===== config.mk =====
export PLATFORM = sky130hd
export DESIGN_NAME = cl_tap_capture
export DESIGN_NICKNAME = d
export VERILOG_FILES = /design/src/rtl/cl_tap_capture.sv
export SDC_FILE = /design/constraint.sdc
export NUM_CORES = 1
export LEC_CHECK = 0
export ABC_AREA = 1
export ABC_CLOCK_PERIOD_IN_PS = 1900
export BUFFER_PORTS_ARGS = -buffer_cell sky130_fd_sc_hd__clkbuf_2
export CORE_AREA = 4 4 118 177
export DETAILED_ROUTE_END_ITERATION = 6
export DIE_AREA = 0 0 122 181
export PLACE_DENSITY = 0.76
export SLEW_MARGIN = 30
export SYNTH_ARGS = -nofsm -noshare
export SYNTH_HDL_FRONTEND = slang
export SYNTH_SLANG_ARGS = --single-unit

===== constraint.sdc =====
create_clock -name cl_clk -period 1.9 [get_ports cl_clk]
set_input_delay 0.095 -clock cl_clk [delete_from_list [all_inputs] [get_ports cl_clk]]
set_output_delay 0.095 -clock cl_clk [all_outputs]
set_load 0.02 [all_outputs]

===== src/rtl/cl_tap_capture.sv =====
// Camera Link tap capture: tags each captured pixel beat with frame,
// line and clock counters under control of host START/STOP/ABORT commands.
module cl_tap_capture #(
    parameter int N_TAPS         = 8,
    parameter int TAP_W          = 10,
    parameter int FRAME_NUM_SIZE = 20,
    parameter int LINE_NUM_SIZE  = 12,
    parameter int CLK_COUNT_SIZE = 12,
    localparam int DATA_W = N_TAPS * TAP_W,
    localparam int MSG_W  = FRAME_NUM_SIZE + LINE_NUM_SIZE + CLK_COUNT_SIZE + DATA_W
) (
    input  logic              cl_clk,
    input  logic              reset,
    input  logic              pc_msg_pending,
    input  logic [31:0]       pc_msg,
    output logic              pc_msg_ack,
    input  logic              cl_fval,
    input  logic              cl_lval,
    input  logic [DATA_W-1:0] cl_data,
    input  logic              fpga_msg_overflow,
    output logic [MSG_W-1:0]  fpga_msg,
    output logic              fpga_msg_valid,
    output logic [15:0]       dropped_beats,
    output logic [3:0]        led
);

    typedef enum logic [1:0] {
        STANDBY   = 2'd0,
        ARMED     = 2'd1,
        CAPTURING = 2'd2,
        STOPPING  = 2'd3
    } state_t;

    localparam logic [3:0] OP_START = 4'd1;
    localparam logic [3:0] OP_STOP  = 4'd2;
    localparam logic [3:0] OP_ABORT = 4'd3;

    state_t state, edge_state, next_state;

    logic                      fval_d, lval_d;
    logic                      fval_rise, fval_fall, lval_rise, lval_fall;
    logic [FRAME_NUM_SIZE-1:0] frame_num, cur_frame;
    logic [LINE_NUM_SIZE-1:0]  line_num, cur_line;
    logic [CLK_COUNT_SIZE-1:0] clk_count, cur_clk;
    logic [15:0]               frames_left;
    logic                      overflow_sticky;
    logic                      cmd, abort_cmd, start_ok;
    logic [3:0]                opcode;
    logic                      capture, beat;
    logic                      unused_msg_bits;

    assign unused_msg_bits = ^pc_msg[15:4];

    assign fval_rise = cl_fval & ~fval_d;
    assign fval_fall = ~cl_fval & fval_d;
    assign lval_rise = cl_lval & ~lval_d;
    assign lval_fall = ~cl_lval & lval_d;

    assign opcode    = pc_msg[3:0];
    assign cmd       = pc_msg_pending & ~pc_msg_ack;
    assign abort_cmd = cmd & (opcode == OP_ABORT);
    assign start_ok  = cmd & (opcode == OP_START) & (state == STANDBY);

    // Counter values as seen by a beat sampled this cycle (edges applied)
    assign cur_frame = fval_rise ? frame_num + FRAME_NUM_SIZE'(1) : frame_num;
    assign cur_line  = fval_rise ? '0 : line_num;
    assign cur_clk   = (fval_rise | lval_rise) ? '0 : clk_count;

    assign led = {overflow_sticky, state == CAPTURING, state == ARMED, frame_num[0]};

    // Edge history and frame/line/clock counters, free-running in every state
    always_ff @(posedge cl_clk) begin
        if (reset) begin
            fval_d    <= 1'b0;
            lval_d    <= 1'b0;
            frame_num <= '0;
            line_num  <= '0;
            clk_count <= '0;
        end else begin
            fval_d    <= cl_fval;
            lval_d    <= cl_lval;
            frame_num <= cur_frame;
            line_num  <= (lval_fall & cl_fval) ? cur_line + LINE_NUM_SIZE'(1) : cur_line;
            clk_count <= (cl_fval & cl_lval) ? cur_clk + CLK_COUNT_SIZE'(1) : cur_clk;
        end
    end

    // Frame-edge transitions first, then host command on the pre-command state
    always_comb begin
        edge_state = state;
        next_state = state;
        unique case (state)
            ARMED:     if (fval_rise) edge_state = CAPTURING;
            CAPTURING: if (fval_fall && frames_left == 16'd1) edge_state = STANDBY;
            STOPPING:  if (fval_fall) edge_state = STANDBY;
            default:   edge_state = state;
        endcase
        next_state = edge_state;
        if (cmd) begin
            case (opcode)
                OP_START: if (state == STANDBY) next_state = ARMED;
                OP_STOP: begin
                    if (state == ARMED)
                        next_state = STANDBY;
                    else if (state == CAPTURING)
                        next_state = fval_fall ? STANDBY : STOPPING;
                end
                OP_ABORT: next_state = STANDBY;
                default:  next_state = edge_state;
            endcase
        end
    end

    // Beat qualification: capture states, or the frame start that arms capture
    always_comb begin
        capture = 1'b0;
        if (state == CAPTURING || state == STOPPING)
            capture = 1'b1;
        else if (state == ARMED && fval_rise && next_state == CAPTURING)
            capture = 1'b1;
        beat = capture & cl_fval & cl_lval & ~abort_cmd;
    end

    // State register
    always_ff @(posedge cl_clk) begin
        if (reset) state <= STANDBY;
        else       state <= next_state;
    end

    // Remaining frame budget; zero means run until stopped
    always_ff @(posedge cl_clk) begin
        if (reset)
            frames_left <= '0;
        else if (start_ok)
            frames_left <= pc_msg[31:16];
        else if (state == CAPTURING && fval_fall && !abort_cmd && frames_left > 16'd1)
            frames_left <= frames_left - 16'd1;
    end

    // One-cycle acknowledge for every pending command word
    always_ff @(posedge cl_clk) begin
        if (reset) pc_msg_ack <= 1'b0;
        else       pc_msg_ack <= cmd;
    end

    // Registered beat output, overflow drop accounting
    always_ff @(posedge cl_clk) begin
        if (reset) begin
            fpga_msg        <= '0;
            fpga_msg_valid  <= 1'b0;
            dropped_beats   <= '0;
            overflow_sticky <= 1'b0;
        end else begin
            fpga_msg_valid <= beat & ~fpga_msg_overflow;
            if (beat && !fpga_msg_overflow)
                fpga_msg <= {cur_frame, cur_line, cur_clk, cl_data};
            if (beat && fpga_msg_overflow) begin
                overflow_sticky <= 1'b1;
                if (dropped_beats != 16'hFFFF)
                    dropped_beats <= dropped_beats + 16'd1;
            end
        end
    end

endmodule


==> flow_summary.json <==
{
  "async_flop_share_pct": 0,
  "clock_path_buffers": 3,
  "slowest_stage": "dfxtp_2",
  "crit_type": "reg2reg",
  "setup_viol": 147,
  "tns_ns": -16.76,
  "synthCells": 1194,
  "io_pins": 264,
  "status": "finished with violations",
  "critPathTopFamily": "simple AND/OR/NAND/NOR gates",
  "netlist.area_leader.share_pct": 46.2,
  "avgRoutedWirePerCell_um": 20.7,
  "htreeDepth": 1,
  "syn_area_um2": 8970,
  "start_util_pct": 46.1,
  "synthFlopType": "dfxtp_1",
  "period_share_pct": 115,
  "avgViaCountPerCell": 5.75,
  "path_buf_inv": 3,
  "holdWs_ns": 0.0764,
  "min_path_type": "in2reg",
  "worstPathCellList": "inv_4 -> nand2_8 -> inv_6 -> buf_12 -> nor2_4 -> ha_2 -> nand4_1 -> nor3_2 -> nand3_1 -> nor4_2 -> o21ai_1 -> a21oi_1",
  "rows": 63,
  "gp_congestion": 0.985,
  "synth.most_common_cell": "nand2_1",
  "io_buffers": 251,
  "syn-num-nets": 1318,
  "dpl.hpwl_mm": 18.3,
  "synthToLayoutAreaGrowth_pct": 71.2,
  "max_freq_mhz": 459,
  "synth.area.top_cells": "dfxtp_1 46%, a21oi_1 9.6%, nand2_1 9.5%",
  "drt-total-wl_mm": 40.4,
  "final_cell_area_um2": 15400,
  "p_leak_nw": 6.18,
  "worst_slew_pin_slew_ns": 0.891,
  "critPathMaxStageDelay_ns": 0.34,
  "die_y_um": 181,
  "drv_cap": 0,
  "cts_tree": "built",
  "ant_nets": 0,
  "multiInputGateArea_um2": 5430,
  "antenna_found_initial": 1,
  "period_minus_slack_ns": 2.18,
  "clock-sinks": 207,
  "avgSynthCellArea_um2": 7.51,
  "rsz0062_at_grt": "yes",
  "insertion_delay_ns": 0.50,
  "slew_headroom_pct": 40.6,
  "yosysWarnings": 0,
  "ir_drop_mv": 0.721,
  "synth_edf_count": 0,
  "finalWorstSetupSlack_ns": -0.281,
  "dp_slack_ns": -0.150,
  "hold_violations": 0,
  "start_kind": "flip-flop",
  "grt_pass1_vias": 10300,
  "ys_ff_latch": 207,
  "violations": "setup timing",
  "core_um2": 19500,
  "skew_ns": 0.0290,
  "crit_fanout": 8,
  "fp.dieW_um": 122,
  "maxSlewViolCount": 0,
  "drt_iter0_markers": 1224,
  "yosys-top-cells-count": "228 x nand2_1, 207 x dfxtp_1, 172 x a21oi_1",
  "final_layout_size_suffix_gt1_share_pct": 42.9,
  "overflow": 0,
  "cp_data_arrival_time_ns": 2.61,
  "vias": 11200,
  "cts_root_buf": "clkbuf_16",
  "fin_nets": 1805,
  "layout.area.seq_um2": 4170,
  "endpoint_kind": "flip-flop",
  "die_area_um2": 22100,
  "track_usage_pct": 26.9,
  "power_density_nw_per_um2": 618,
  "yosys.cell_types.count": 48,
  "ys_seq_area_share_pct": 46.2,
  "drc": 0,
  "cp.required_ns": 2.32,
  "fillers": 1086,
  "dpl_cell_area_um2": 11300,
  "clk_pin_slew_worst_paths_ns": 0.07,
  "fin_util_pct": 78.8,
  "cts_buffers": 20,
  "first_pass_iters": 7,
  "synth_top_cell_by_area": "dfxtp_1",
  "grt_max_degree": 117,
  "grt_first_pass_wirelength_mm": 49.2
}
==> worst min-delay path, delay by kind of cell <==
family | cells | cell delay, ns
AOI/OAI and AO/OA | 1 | 0.14
buffers and inverters | 2 | 0.17
and+or+nand+nor | 2 | 0.14
==> through the flow <==
| stage | instances | power (mW) |
|---|---|---|
| final | 1952 | 9.48 |
| after floorplan | 1194 | 4.83 |
| after detailed placement | 1750 | 5.15 |
| after CTS | 1909 | 9.21 |
| after global routing | 1950 | 9.74 |
| after global placement | 1750 | 5.14 |
==> registers in the layout, indices dropped and copies added (netlist names) <==
signal / flops
frames_left: 16
fval_d: 1
fpga_msg: 124
line_num: 12
dropped_beats: 16
fpga_msg_valid: 1
lval_d: 1
state: 2
frame_num: 20
clk_count: 12
overflow_sticky: 1
pc_msg_ack: 1
==> cells by family after synthesis <==
| kind of cell | Yosys count | share of synthesized area [%] |
|---|---|---|
| muxes | 1 | 0.112 |
| xor gates and xnor gates | 38 | 3.71 |
| adders and majority gates | 6 | 0.837 |
| AOI/OAI and AO/OA | 223 | 13.1 |
| and+or+nand+nor | 553 | 28.2 |
| DFF | 207 | 46.2 |
| buffers and inverters | 166 | 7.88 |
==> worst paths after layout <==
path / start / endpoint / slack, ns / depth (start not counted)
min reg2reg: clk_count[3] / clk_count[3] / 0.45 / 1
max: fval_d / line_num[10] / -0.28 / 12
max reg2reg: fval_d / line_num[10] / -0.28 / 12
min: pc_msg[1] / state[0] / 0.08 / 5
==> metal layers <==
| layer | global-route usage (%) | wire [um] |
|---|---|---|
| met2 | 48.4 | 20300 |
| met1 | 27.8 | 13300 |
| met4 | 16.6 | 2960 |
| met5 | 0 | 0 |
| met3 | 5.76 | 3850 |
==> cell type report <==
class	instances	area share, %
diodes	2	0.0326
clock buffers	27	3.70
clock inverters	4	0.310
inverters	93	2.38
multi-input cells	821	35.4
flip-flops and latches	207	27.1
well taps	260	2.12
repair buffers	538	29.0
==> report_power, final <==
| group | leakage [nW] | switching [mW] | internal, mW | total, mW |
|---|---|---|---|---|
| Clock | 0.300 | 1.73 | 2.22 | 3.95 |
| Combinational | 4.20 | 0.617 | 0.524 | 1.14 |
| Sequential | 1.68 | 0.0260 | 4.37 | 4.39 |
==> cells in the final DEF (no fill, tap or decap), types with 19 or more instances in the layout <==
cell / count
clkbuf_16: 39
a21oi_2: 75
buf_6: 21
xor2_1: 22
nand2_2: 31
dlygate4sd3_1: 100
buf_4: 120
nand2_1: 191
buf_12: 19
nand3_1: 86
nor2_1: 85
clkbuf_2: 250
nand4_1: 22
o21ai_0: 19
inv_1: 78
nand3_4: 40
a21oi_1: 97
dfxtp_1: 193
==> timing repair <==
| action | 4_1_cts | 5_1_grt |
|---|---|---|
| setup endpoints to repair | 160 | 169 |
| gates resized for setup | 55 | 296 |
| setup buffers | 22 | 25 |
| hold buffers | 100 | 0 |
| hold endpoints to repair | 109 | 0 |
| pin swaps | 18 | 101 |
| gates cloned | 7 | 21 |
No activity file was read; power rests on OpenSTA's default activity.
